**src/rtl/shift_ctrl_pkg.sv**
```systemverilog
// Shared types for the shift sequencer: FSM state encoding and default shift count.
// Optional single-step feature is enabled in the top by defining SHIFT_SEQ_STEP_EN.
package shift_ctrl_pkg;

    typedef enum logic [1:0] {
        S_IDLE = 2'd0,
        S_RUN  = 2'd1,
        S_HALT = 2'd2
    } shift_state_t;

    localparam int N_SHIFTS_DEFAULT = 8;

endpackage

```
**src/rtl/shift_seq_ctrl_counter.sv**
```systemverilog
// Shift counter: synchronous clear/enable, asynchronous reset, and a terminal
// flag that fires during the enabled cycle that completes the N_SHIFTS-th shift.
module shift_counter
    import shift_ctrl_pkg::*;
#(
    parameter int N_SHIFTS = N_SHIFTS_DEFAULT,
    parameter int CNT_W    = $clog2(N_SHIFTS + 1)
) (
    input  logic             clk_i,
    input  logic             rst_i,
    input  logic             clr_i,
    input  logic             en_i,
    output logic [CNT_W-1:0] cnt_o,
    output logic             term_o
);

    logic [CNT_W-1:0] cnt_q;
    logic [CNT_W-1:0] cnt_d;

    // Clear wins over enable; free-running wrap is what continuous mode relies on.
    always_comb begin
        cnt_d = cnt_q;
        if (clr_i) begin
            cnt_d = '0;
        end else if (en_i) begin
            cnt_d = cnt_q + 1'b1;
        end
    end

    always_ff @(posedge clk_i or posedge rst_i) begin
        if (rst_i) begin
            cnt_q <= '0;
        end else begin
            cnt_q <= cnt_d;
        end
    end

    assign cnt_o  = cnt_q;
    assign term_o = (cnt_q == CNT_W'(N_SHIFTS - 1)) & en_i;

endmodule

```
**src/rtl/shift_seq_ctrl.sv**
```systemverilog
// Counter-based sequencer for shift-register datapaths: fixed or continuous mode,
// Busy/Done status and a visible shift count. Define SHIFT_SEQ_STEP_EN for the Step port.
module shift_seq_ctrl
    import shift_ctrl_pkg::*;
#(
    parameter  int N_SHIFTS = N_SHIFTS_DEFAULT,
    localparam int CNT_W    = $clog2(N_SHIFTS + 1)
) (
    input  logic             Clk,
    input  logic             Reset,
    input  logic             LoadA,
    input  logic             LoadB,
    input  logic             Execute,
    input  logic             Mode,
`ifdef SHIFT_SEQ_STEP_EN
    input  logic             Step,
`endif
    output logic             Shift_En,
    output logic             Ld_A,
    output logic             Ld_B,
    output logic             Busy,
    output logic             Done,
    output logic [CNT_W-1:0] Shift_Cnt,
    output logic [1:0]       Dbg_State
);

    shift_state_t state_q, state_d;
    logic         mode_q, mode_d;
    logic         done_q, done_d;

    logic cnt_clr, cnt_en, cnt_term;
    logic shift_en, ld_a, ld_b, busy;
    logic step_ok;

`ifdef SHIFT_SEQ_STEP_EN
    assign step_ok = Step;
`else
    assign step_ok = 1'b1;
`endif

    shift_counter #(
        .N_SHIFTS (N_SHIFTS),
        .CNT_W    (CNT_W)
    ) u_cnt (
        .clk_i  (Clk),
        .rst_i  (Reset),
        .clr_i  (cnt_clr),
        .en_i   (cnt_en),
        .cnt_o  (Shift_Cnt),
        .term_o (cnt_term)
    );

    always_comb begin
        state_d  = state_q;
        mode_d   = mode_q;
        cnt_clr  = 1'b0;
        cnt_en   = 1'b0;
        shift_en = 1'b0;
        ld_a     = 1'b0;
        ld_b     = 1'b0;
        busy     = 1'b0;
        case (state_q)
            S_IDLE: begin
                ld_a = LoadA;
                ld_b = LoadB;
                if (Execute) begin
                    state_d = S_RUN;
                    cnt_clr = 1'b1;
                    mode_d  = Mode;
                end
            end
            S_RUN: begin
                busy = 1'b1;
                // Continuous mode leaves on the first low Execute without shifting.
                if (mode_q) begin
                    if (!Execute) begin
                        state_d = S_HALT;
                    end else begin
                        cnt_en = step_ok;
                    end
                end else begin
                    cnt_en = step_ok;
                    if (cnt_term) begin
                        state_d = S_HALT;
                    end
                end
                shift_en = cnt_en;
            end
            S_HALT: begin
                if (!Execute) begin
                    state_d = S_IDLE;
                end
            end
            default: begin
                state_d = S_IDLE;
            end
        endcase
        done_d = (state_d == S_HALT) && (state_q != S_HALT);
    end

    always_ff @(posedge Clk or posedge Reset) begin
        if (Reset) begin
            state_q <= S_IDLE;
            mode_q  <= 1'b0;
            done_q  <= 1'b0;
        end else begin
            state_q <= state_d;
            mode_q  <= mode_d;
            done_q  <= done_d;
        end
    end

    // Enables are gated so nothing reaches the datapath while reset is asserted.
    assign Shift_En  = shift_en & ~Reset;
    assign Ld_A      = ld_a & ~Reset;
    assign Ld_B      = ld_b & ~Reset;
    assign Busy      = busy & ~Reset;
    assign Done      = done_q;
    assign Dbg_State = state_q;

endmodule
```
**config.mk**
```make
export PLATFORM = sky130hd
export DESIGN_NAME = shift_seq_ctrl
export DESIGN_NICKNAME = d
export VERILOG_FILES = /design/src/rtl/shift_ctrl_pkg.sv /design/src/rtl/shift_seq_ctrl_counter.sv /design/src/rtl/shift_seq_ctrl.sv
export SDC_FILE = /design/constraint.sdc
export NUM_CORES = 1
export LEC_CHECK = 0
export ABC_AREA = 0
export CORE_MARGIN = 3
export CORE_UTILIZATION = 30
export DETAILED_ROUTE_END_ITERATION = 8
export GPL_TIMING_DRIVEN = 0
export PLACE_DENSITY = 0.57
export REMOVE_ABC_BUFFERS = 1
export SLEW_MARGIN = 30
export SYNTH_ARGS = -nofsm -noshare
export SYNTH_HDL_FRONTEND = slang
export SYNTH_SLANG_ARGS = --single-unit
```
**constraint.sdc**
```tcl
create_clock -name Clk -period 3.45 [get_ports Clk]
set_clock_uncertainty 0.1 [all_clocks]
set_input_delay 0.69 -clock Clk [delete_from_list [all_inputs] [get_ports Clk]]
set_output_delay 0.69 -clock Clk [all_outputs]
set_load 0.01 [all_outputs]
```
==> load_flow_metrics.sql, run 1 <==
INSERT INTO impl_metrics (metric_group, metric, value, unit) VALUES
('route', 'totalWireLength', '994', 'um'),
('sta', 'rsz_0062_raised_after_global_routing', 'no', ''),
('grt', 'first_global_vias', '372', ''),
('sta', 'final_hold_viol_count', '0', ''),
('yosys', 'ys_warn_count', '0', ''),
('setup_path', 'worst_r2r_startpoint', 'u_cnt.cnt_o[0]', ''),
('cells_and_area', 'finalInstanceArea', '619', 'sq um'),
('grt', 'number_of_antenna_violations_at_the_first_check_in_global_routing', '0', ''),
('status', 'outcome', 'finished, final reports clean', ''),
('placed_design', 'placement.cell_area', '597', 'sq um'),
('die', 'core.rowCount', '12', ''),
('cells_and_area', 'most-common-layout-cells', 'sky130_fd_sc_hd__clkdlybuf4s50_1, sky130_fd_sc_hd__dfrtp_1, sky130_fd_sc_hd__nor2_1', ''),
('cells_and_area', 'fill_cell_count', '116', ''),
('yosys', 'synth_cells', '40', ''),
('hold_path', 'whs_endpoint', 'u_cnt.cnt_o[2]', ''),
('sta', 'setup_viol', '0', ''),
('clock_network', 'cts_buffer_depth', '2', ''),
('grt', 'maximum_number_of_pins_on_one_net_before_global_route_repair', '11', ''),
('hold_path', 'worst_hold_path_type', 'reg -> reg', ''),
('grt', 'grt.total_usage', '12.4', '%'),
('yosys', 'avgSynthCellArea', '10.5', 'sq um'),
('power_and_ir_drop', 'leakage', '0.000274', 'uW'),
('yosys', 'synth_compound_gate_area_share', '15.2', '%'),
('power_and_ir_drop', 'power.ir.vdd_worst', '371', 'uV'),
('yosys', 'yosys.area_share.simple', '28.1', '%'),
('hold_path', 'hold_start', 'u_cnt.cnt_o[2]', ''),
('setup_path', 'worstPathRequired', '2.66', 'ns'),
('die', 'floorplan.initialDensity', '34.9', '%'),
('yosys', 'post_synth_fa_ha_maj_area_fraction', '2.99', '%'),
('clock_network', 'clock_sink_count', '8', ''),
('route', 'number_of_nets_with_antenna_violations_after_detailed_routing', '0', ''),
('job', 'max_cap_viol_count', '0', ''),
('setup_path', 'timing_worst_setup_path_type', 'in -> out', ''),
('sta', 'slew_viol_final', '0', ''),
('cells_and_area', 'multiInputGateArea', '215', 'sq um'),
('cells_and_area', 'final_common_cell', 'sky130_fd_sc_hd__clkdlybuf4s50_1', ''),
('yosys', 'netlist_area', '419', 'sq um'),
('cells_and_area', 'layout-drive-gt1-share', '11.9', '%'),
('clock_network', 'clk_transition_reported_paths', '0.05', 'ns'),
('setup_path', 'wp_data_arrival', '2.16', 'ns'),
('clock_network', 'tritoncts', 'built', ''),
('die', 'fp.coreArea', '0.00120', 'sq mm'),
('route', 'wl_per_cell', '13.6', 'um'),
('route', 'drt_iter0_drc', '6', ''),
('route', 'drc', '0', ''),
('yosys', 'muxShareOfSynthArea', '5.07', '%'),
('placed_design', 'place.detailed.hpwl', '785', 'um'),
('yosys', 'synth-seq-area-share', '47.8', '%'),
('setup_path', 'worstReg2RegEnd', 'Dbg_State[1]', ''),
('cells_and_area', 'layout.nets', '68', ''),
('grt', 'grt_remaining_overflow', '0', ''),
('die', 'die_area', '0.00188', 'sq mm'),
('grt', 'first_pass_grt_wire_length', '1680', 'um'),
('route', 'firstDrtPassIters', '4', ''),
('die', 'chip_width', '43.4', 'um'),
('clock_network', 'cts_max_level', '1', ''),
('yosys', 'synth_top_family_by_area', 'simple AND/OR/NAND/NOR gates', ''),
('clock_network', 'clkLatencyLatePin', '0.26', 'ns'),
('sta', 'worst-slew-pin-transition', '0.308', 'ns'),
('setup_path', 'cp_launch_type', 'input port', ''),
('clock_network', 'cts_buffers', '3', ''),
('placed_design', 'post-place-ws', '0.519', 'ns'),
('yosys', 'number_of_synthesized_register_bits', '8', ''),
('setup_path', 'cp_max_fo', '6', ''),
('cells_and_area', 'antenna_cells', '0', ''),
('yosys', 'synthXorXnorAreaFrac', '0', '%'),
('yosys', 'synthDistinctLibCells', '25', ''),
('setup_path', 'crit_path_end_kind', 'output pin', ''),
('route', 'route.vias.total', '389', ''),
('cells_and_area', 'seq_area', '200', 'sq um'),
('clock_network', 'holdBufCountCts', '0', '');
==> critical path, cell delays in order <==
cell	delay, ns
sky130_fd_sc_hd__clkdlybuf4s50_1	0.57
sky130_fd_sc_hd__nand2b_1	0.19
sky130_fd_sc_hd__nand2_1	0.09
sky130_fd_sc_hd__nor2_1	0.09
sky130_fd_sc_hd__clkdlybuf4s50_1	0.54
==> area by class of cell <==
type | instances | share of cell area [%]
Clock buffer | 3 | 3.64
Inverter | 1 | 0.606
Multi-Input combinational cell | 31 | 34.7
Sequential cell | 8 | 32.3
Tap cell | 14 | 2.83
Timing Repair Buffer | 16 | 25.9
==> cell families after synthesis <==
family / Yosys count
adder cells (fa/ha/maj): 1
AO/OA/AOI/OAI: 8
multiplexers: 2
flip-flops: 8
buffers and inverters: 1
AND/OR/NAND/NOR: 20
==> sequential cells by signal (all words and copies together), names as in the netlist <==
signal / flops
Dbg_State: 2
Done: 1
mode_q: 1
u_cnt.cnt_o: 4
==> synth_stat cells <==
cell                       number  area, sq um
sky130_fd_sc_hd__nand2b_1       2         12.5
sky130_fd_sc_hd__dfrtp_1        8          200
sky130_fd_sc_hd__nor2_1         4         15.0
sky130_fd_sc_hd__and3_1         1         6.26
sky130_fd_sc_hd__inv_1          1         3.75
sky130_fd_sc_hd__o21bai_2       1         11.3
sky130_fd_sc_hd__nand2_1        2         7.51
sky130_fd_sc_hd__mux2_2         1         11.3
sky130_fd_sc_hd__mux2i_1        1         10.0
sky130_fd_sc_hd__nor4_1         1         6.26
sky130_fd_sc_hd__o22ai_1        1         6.26
sky130_fd_sc_hd__a32o_1         1         10.0
sky130_fd_sc_hd__a211o_1        1         8.76
sky130_fd_sc_hd__nand3_1        1         5.00
sky130_fd_sc_hd__nor2b_1        2         12.5
sky130_fd_sc_hd__nor3_1         1         5.00
sky130_fd_sc_hd__or2b_1         1         7.51
sky130_fd_sc_hd__a21oi_1        1         5.00
sky130_fd_sc_hd__and2b_1        1         7.51
sky130_fd_sc_hd__a31oi_1        2         12.5
sky130_fd_sc_hd__and4bb_2       1         12.5
sky130_fd_sc_hd__ha_1           1         12.5
sky130_fd_sc_hd__nor3b_1        1         7.51
sky130_fd_sc_hd__o21ba_2        1         10.0
sky130_fd_sc_hd__and2_1         2         12.5
==> worst max path at each step <==
stage | startpoint | endpoint | slack (ns)
6_report | Execute | Shift_En | 0.50
5_1_grt | Execute | Shift_En | 0.41
4_1_cts | Execute | Shift_En | 0.50
3_5_place_dp | Execute | Shift_En | 0.52
3_3_place_gp | Execute | Shift_En | 0.49
2_1_floorplan | Execute | Shift_En | 1.62
==> through the flow <==
step / util (%) / cells / hold slack (ns) / total power (uW)
final: 51.6 / 73 / 0.445 / 530
after floorplan: - / 40 / 0.406 / 330
after detailed placement: 49.7 / 70 / 0.441 / 463
after global routing: 51.6 / 73 / 0.473 / 574
after CTS: 51.6 / 73 / 0.448 / 536
after global placement: 49.7 / 70 / 0.424 / 455
==> metal layers <==
metal	vias up	share of wire [%]	track usage (%)
met5	-	0	0
li1	190	-	-
met4	0	3.0	10.8
met2	20	45	18.0
met1	176	45	15.6
met3	3	7.2	2.49
==> power by group <==
part / internal [uW] / switching [uW] / total, uW
clock: 39.8 / 31.9 / 71.7
combinational: 159 / 110 / 269
sequential: 135 / 55.0 / 190
Note: power is estimated with default switching activity, not from simulation.
==> run 2: changes to the inputs <==
ABC_AREA = default   (was 0)
DONT_BUFFER_PORTS = 1   (was default)
PLACE_DENSITY = 0.42   (was 0.57)
==> run 2 against run 1 <==
Effect of this change: hold slack lost 0.28 ns; worst setup slack gained 0.78 ns; clock power shrank 1%; count of clock-buffer cells in the layout is the same; cell count shrank 22%; maximum frequency grew 36%; combinational power shrank 42%; total power shrank 17%; flip-flop and latch count is the same; sequential share of layout area grew 11 points; core utilization shrank 13 points; die area is the same; critical path type is now reg -> out; largest cell class unchanged.
==> load_flow_metrics.sql, run 2 (synthesized netlist as in run 1, its figures left out) <==
INSERT INTO impl_metrics (metric_group, metric, value, unit) VALUES
('status', 'outcome', 'finished, final reports clean', ''),
('sta', 'pnr_worst_setup_slack', '1.28', 'ns'),
('clock_network', 'clk_root_buffer_cell', 'sky130_fd_sc_hd__clkbuf_4', ''),
('grt', 'number_of_antenna_violations_at_the_first_check_in_global_routing', '0', ''),
('power_and_ir_drop', 'power_density', '957', 'mW/mm^2'),
('clock_network', 'cts_buffers', '3', ''),
('grt', 'grt_util_met2', '15.9', '%'),
('die', 'floorplan.initialDensity', '34.9', '%'),
('die', 'fp.coreArea', '0.00120', 'sq mm'),
('cells_and_area', 'layout-drive-gt1-share', '16.3', '%'),
('setup_path', 'crit_path_end_kind', 'output pin', ''),
('clock_network', 'clock_sink_count', '8', ''),
('placed_design', 'quantity_of_i_o_buffers_inserted_on_ports', '0', ''),
('route', 'route.vias.total', '316', ''),
('sta', 'worst-slew-pin-transition', '0.366', 'ns'),
('clock_network', 'clk_transition_reported_paths', '0.06', 'ns'),
('clock_network', 'holdBufCountCts', '0', ''),
('route', 'firstDrtPassIters', '1', ''),
('sta', 'final_min_period_over_clock_period', '62.9', '%'),
('clock_network', 'clkLatencyLatePin', '0.25', 'ns'),
('grt', 'grt_remaining_overflow', '0', ''),
('job', 'max_cap_viol_count', '0', ''),
('cells_and_area', 'area_delta_synth_final', '9.55', '%'),
('placed_design', 'place.detailed.hpwl', '683', 'um'),
('route', 'number_of_nets_with_antenna_violations_after_detailed_routing', '0', ''),
('grt', 'grt.total_usage', '10.5', '%'),
('setup_path', 'worstPathRequired', '2.66', 'ns'),
('route', 'drc', '0', ''),
('die', 'core.rowCount', '12', ''),
('clock_network', 'cts_buffer_depth', '2', ''),
('setup_path', 'cp_max_fo', '10', ''),
('setup_path', 'wp_data_arrival', '1.38', 'ns'),
('placed_design', 'post-place-ws', '1.54', 'ns'),
('setup_path', 'ff_to_ff_setup_slack', '2.03', 'ns'),
('clock_network', 'cts_post_setup_buffers_inserted', '0', ''),
('sta', 'final_hold_viol_count', '0', ''),
('clock_network', 'tritoncts', 'built', ''),
('sta', 'tns', '0', 'ns'),
('die', 'die_area', '0.00188', 'sq mm'),
('sta', 'setup_viol', '0', ''),
('setup_path', 'worstReg2RegEnd', 'Dbg_State[1]', ''),
('setup_path', 'timing_worst_setup_path_type', 'reg -> out', ''),
('setup_path', 'timing.critical_path.from', 'Dbg_State[0]', ''),
('sta', 'slew_viol_final', '0', ''),
('power_and_ir_drop', 'power.ir.vdd_worst', '412', 'uV'),
('sta', 'rsz_0062_raised_after_global_routing', 'no', ''),
('sta', 'max_clock_freq', '461', 'MHz'),
('sta', 'period_minus_slack', '2.17', 'ns'),
('setup_path', 'cp_launch_type', 'flop', ''),
('cells_and_area', 'final_util', '38.2', '%'),
('clock_network', 'post_cts_resized', '0', ''),
('die', 'i_o_pins', '17', ''),
('grt', 'grt.met3_usage', '6.64', '%'),
('route', 'wl_per_cell', '15.5', 'um'),
('power_and_ir_drop', 'total_power', '440', 'uW'),
('cells_and_area', 'layout.nets', '52', ''),
('setup_path', 'worst_r2r_startpoint', 'u_cnt.cnt_o[0]', ''),
('clock_network', 'cts_max_level', '1', ''),
('grt', 'globalRoute.busiestLayer', 'met2', ''),
('power_and_ir_drop', 'leakage', '0.000214', 'uW'),
('cells_and_area', 'max_reg_flops', '4', ''),
('cells_and_area', 'most-common-layout-cells', 'sky130_fd_sc_hd__dfrtp_1, sky130_fd_sc_hd__nor2_1, sky130_fd_sc_hd__clkbuf_4', ''),
('grt', 'maximum_number_of_pins_on_one_net_before_global_route_repair', '11', ''),
('die', 'die_h', '43.4', 'um'),
('cells_and_area', 'fill_cell_count', '129', ''),
('cells_and_area', 'antenna_cells', '0', ''),
('sta', 'slew-limit-headroom', '75.6', '%'),
('route', 'drt_iter0_drc', '0', ''),
('route', 'totalWireLength', '883', 'um'),
('die', 'chip_width', '43.4', 'um'),
('grt', 'globalRouteMet1Util', '12.7', '%'),
('cells_and_area', 'final_common_cell', 'sky130_fd_sc_hd__dfrtp_1', ''),
('setup_path', 'worst_case_reg_to_reg_path_depth', '4', ''),
('grt', 'first_pass_grt_wire_length', '1460', 'um'),
('grt', 'first_global_vias', '326', ''),
('hold_path', 'worst_hold_path_type', 'in -> async', ''),
('route', 'routed_via_count_divided_by_cell_count', '5.54', ''),
('placed_design', 'finalWeightedCongestion', '0.766', '');
-- run 2: changes by cell type in the layout (fill, tap and decap cells not counted) --
cell / change
sky130_fd_sc_hd__clkdlybuf4s50_1: -16
-- run 2: cell type report --
class / instances / area (sq um) / area share, %
multi-input cells: 31 / 215 / 46.9
flip-flops and latches: 8 / 200 / 43.6
clock buffers: 3 / 22.5 / 4.90
well taps: 14 / 17.5 / 3.81
inverters: 1 / 3.75 / 0.817
-- run 2: per-layer routing --
layer | vias to the layer above | share of wire, %
met1 | 150 | 46
met2 | 16 | 44
met3 | 0 | 9.5
met5 | - | 0
met4 | 0 | 0
li1 | 150 | -
-- run 2: critical path, stage by stage, from the launching register on --
cell and delay (ns):
sky130_fd_sc_hd__dfrtp_1 0.56, sky130_fd_sc_hd__nor2b_1 0.27, sky130_fd_sc_hd__nand2_1 0.11, sky130_fd_sc_hd__nor2_1 0.19
-- run 2: power breakdown --
group          internal [uW]  leakage, uW  total, uW  switching (uW)
clock network           39.8    0.0000138       70.8            31.1
logic                   80.0    0.0000995        157            77.4
registers                134     0.000101        211            76.9
-- run 2: worst max-delay path by stage --
stage	depth (start not counted)	endpoint	slack, ns
after floorplan	3	Shift_En	1.62
after global placement	3	Shift_En	1.55
after detailed placement	3	Shift_En	1.54
after CTS	3	Shift_En	1.26
after global routing	3	Shift_En	1.16
final	3	Shift_En	1.28
-- run 2: metrics by stage --
stage | std cells | hold slack (ns) | area, sq um
4_1_cts | 57 | 0.179 | 459
3_3_place_gp | 54 | 0.450 | 437
6_report | 57 | 0.164 | 459
3_5_place_dp | 54 | 0.453 | 437
5_1_grt | 57 | 0.186 | 459
2_1_floorplan | 40 | 0.406 | 419
==> run 3: changes to the inputs <==
PLACE_DENSITY = 0.43   (was 0.42)
clock period = 1.9 ns   (was 3.45 ns; I/O delays follow)
==> run 3 against run 2 <==
Effect of this change: flip-flop and latch count unchanged; cell area up 2.5%; critical endpoint unchanged; worst setup slack worse by 1.1 ns; largest power group unchanged; via count up 4.1%; die area unchanged; sequential power up 81%; count of clock-buffer cells in the layout unchanged; critical path depth unchanged; total power up 82%; critical path type unchanged; sequential share of layout area down 0.78 points; first-iteration DRC count up 9.
==> load_flow_metrics.sql, run 3 (synthesized netlist as in run 1, its figures left out) <==
INSERT INTO impl_metrics (metric_group, metric, value, unit) VALUES
('status', 'outcome', 'finished, final reports clean', ''),
('clock_network', 'clk_transition_reported_paths', '0.06', 'ns'),
('sta', 'rsz_0062_raised_after_global_routing', 'no', ''),
('clock_network', 'clock_sink_count', '8', ''),
('setup_path', 'critPathCapture', 'Shift_En', ''),
('setup_path', 'wp_data_arrival', '1.26', 'ns'),
('clock_network', 'clk_root_buffer_cell', 'sky130_fd_sc_hd__clkbuf_4', ''),
('grt', 'first_pass_grt_wire_length', '1400', 'um'),
('setup_path', 'worstReg2RegEnd', 'Dbg_State[1]', ''),
('cells_and_area', 'layout.nets', '53', ''),
('setup_path', 'cp_launch_type', 'flop', ''),
('setup_path', 'timing.critical_path.from', 'Dbg_State[1]', ''),
('setup_path', 'worst_r2r_startpoint', 'u_cnt.cnt_o[0]', ''),
('setup_path', 'crit_path_end_kind', 'output pin', ''),
('grt', 'grt_remaining_overflow', '0', ''),
('grt', 'number_of_antenna_violations_at_the_first_check_in_global_routing', '0', ''),
('die', 'die_h', '43.4', 'um'),
('cells_and_area', 'area_delta_synth_final', '12.2', '%'),
('route', 'drc', '0', ''),
('setup_path', 'critical-path-slowest-cell', 'sky130_fd_sc_hd__dfrtp_1', ''),
('placed_design', 'place.detailed.hpwl', '666', 'um'),
('cells_and_area', 'final_common_cell', 'sky130_fd_sc_hd__dfrtp_1', ''),
('grt', 'grt.total_usage', '10.0', '%'),
('route', 'totalWireLength', '859', 'um'),
('sta', 'max_clock_freq', '573', 'MHz'),
('sta', 'final_min_period_over_clock_period', '91.8', '%'),
('cells_and_area', 'fill_cell_count', '137', ''),
('setup_path', 'critical_path_buf_inv_count', '0', ''),
('setup_path', 'crit_path_cell_count', '3', ''),
('route', 'route.vias.total', '329', ''),
('grt', 'first_global_vias', '338', ''),
('placed_design', 'dpl.cell_count', '54', ''),
('hold_path', 'worst_hold_path_type', 'in -> reg', ''),
('setup_path', 'timing_worst_setup_path_type', 'reg -> out', ''),
('cells_and_area', 'antenna_cells', '0', ''),
('cells_and_area', 'instances_no_fill', '58', ''),
('setup_path', 'slowest_delay', '0.48', 'ns'),
('setup_path', 'cp_max_fo', '8', ''),
('sta', 'slew-limit-headroom', '79.6', '%'),
('power_and_ir_drop', 'power_density', '1700', 'mW/mm^2'),
('cells_and_area', 'multiInputGateArea', '215', 'sq um'),
('route', 'routed_via_count_divided_by_cell_count', '5.67', ''),
('setup_path', 'ff_to_ff_setup_slack', '0.50', 'ns'),
('sta', 'worst-slew-pin-transition', '0.306', 'ns'),
('hold_path', 'min_delay_path_depth', '2', ''),
('route', 'number_of_nets_with_antenna_violations_after_detailed_routing', '0', ''),
('cells_and_area', 'most-common-layout-cells', 'sky130_fd_sc_hd__dfrtp_1, sky130_fd_sc_hd__nor2_1, sky130_fd_sc_hd__clkbuf_4', ''),
('route', 'firstDrtPassIters', '6', ''),
('setup_path', 'path_cells', 'nor2b_1 > nand2_1 > nor2_1', ''),
('clock_network', 'tritoncts', 'built', ''),
('sta', 'tns', '0', 'ns'),
('route', 'drt_iter0_drc', '9', ''),
('clock_network', 'cts_post_setup_buffers_inserted', '0', ''),
('placed_design', 'quantity_of_i_o_buffers_inserted_on_ports', '0', ''),
('setup_path', 'worstPathRequired', '1.42', 'ns'),
('die', 'fp.coreArea', '0.00120', 'sq mm'),
('sta', 'slew_viol_final', '0', ''),
('sta', 'final_hold_viol_count', '0', ''),
('power_and_ir_drop', 'power.ir.vdd_worst', '753', 'uV'),
('cells_and_area', 'seq_area', '201', 'sq um'),
('route', 'wl_per_cell', '14.8', 'um'),
('die', 'i_o_pins', '17', ''),
('setup_path', 'worst_case_reg_to_reg_path_depth', '4', ''),
('die', 'die_area', '0.00188', 'sq mm'),
('power_and_ir_drop', 'leakage', '0.000218', 'uW'),
('clock_network', 'cts_max_level', '1', ''),
('die', 'floorplan.initialDensity', '34.9', '%'),
('grt', 'maximum_number_of_pins_on_one_net_before_global_route_repair', '11', ''),
('die', 'chip_width', '43.4', 'um'),
('clock_network', 'cts_buffer_depth', '2', ''),
('clock_network', 'cts_buffers', '3', ''),
('sta', 'period_minus_slack', '1.74', 'ns'),
('sta', 'setup_viol', '0', ''),
('cells_and_area', 'max_reg_flops', '4', ''),
('clock_network', 'clkLatencyLatePin', '0.26', 'ns'),
('cells_and_area', 'layout-drive-gt1-share', '18.2', '%'),
('job', 'max_cap_viol_count', '0', ''),
('die', 'core.rowCount', '12', ''),
('setup_path', 'critical_path_s_top_delay_family', 'simple AND/OR/NAND/NOR gates', ''),
('placed_design', 'finalWeightedCongestion', '0.767', ''),
('power_and_ir_drop', 'total_power', '800', 'uW');
==> run 3: cell types whose count changed in the layout (fill, tap and decap cells not counted), sizes merged <==
| cell | delta |
|---|---|
| dlygate4sd3 | +1 |
==> run 3: worst min path at each step <==
stage | start | end
5_1_grt | Mode | mode_q
3_5_place_dp | Reset | u_cnt.cnt_o[2]
2_1_floorplan | Reset | Dbg_State[0]
3_3_place_gp | Reset | u_cnt.cnt_o[2]
6_report | Execute | Dbg_State[1]
4_1_cts | Execute | Dbg_State[1]
==> run 3: through the flow <==
| step | setup slack (ns) | util (%) | area (sq um) | hold WS [ns] |
|---|---|---|---|---|
| finish | 0.155 | 39.2 | 470 | 0.169 |
| global route | 0.0799 | 39.2 | 470 | 0.161 |
| CTS | 0.0499 | 39.1 | 469 | 0.162 |
| detailed placement | 0.320 | 36.4 | 437 | 0.142 |
| global placement | 0.306 | 36.4 | 437 | 0.140 |
| floorplan | 0.477 | - | 419 | 0.0957 |
==> run 3: area by class of cell <==
cell class                      count  share of cell area (%)
Inverter                            1                   0.798
Sequential cell                     8                    42.8
Clock buffer                        3                    4.79
Multi-Input combinational cell     31                    45.7
Timing Repair Buffer                1                    2.13
Tap cell                           14                    3.72
==> run 3: routing by layer <==
metal  track usage [%]  share of wire [%]  vias up
met3              7.05                 13        2
li1                  -                  -      154
met2              15.3                 44       19
met5                 0                  0        -
met4              1.81               0.47        0
met1              11.7                 43      154
==> run 3: report_power, final <==
group	leakage [uW]	switching (uW)	internal [uW]	total, uW
clock network	0.0000138	57.2	72.2	129
logic	0.000104	141	148	289
registers	0.000100	136	247	382
==> run 3: what timing repair did <==
| item | 4_1_cts | 5_1_grt |
|---|---|---|
| hold buffers | 1 | 0 |
| resized for setup | 0 | 1 |
| endpoints found under the setup margin | 0 | 1 |
| endpoints found under the hold margin | 8 | 0 |
==> run 3: worst register-to-register path: cells and delay by family (launching register included) <==
kind	cells	cell delay (ns)
flops	1	0.46
simple gates	2	0.38
fa+ha+maj	1	0.26
compound gates	1	0.09
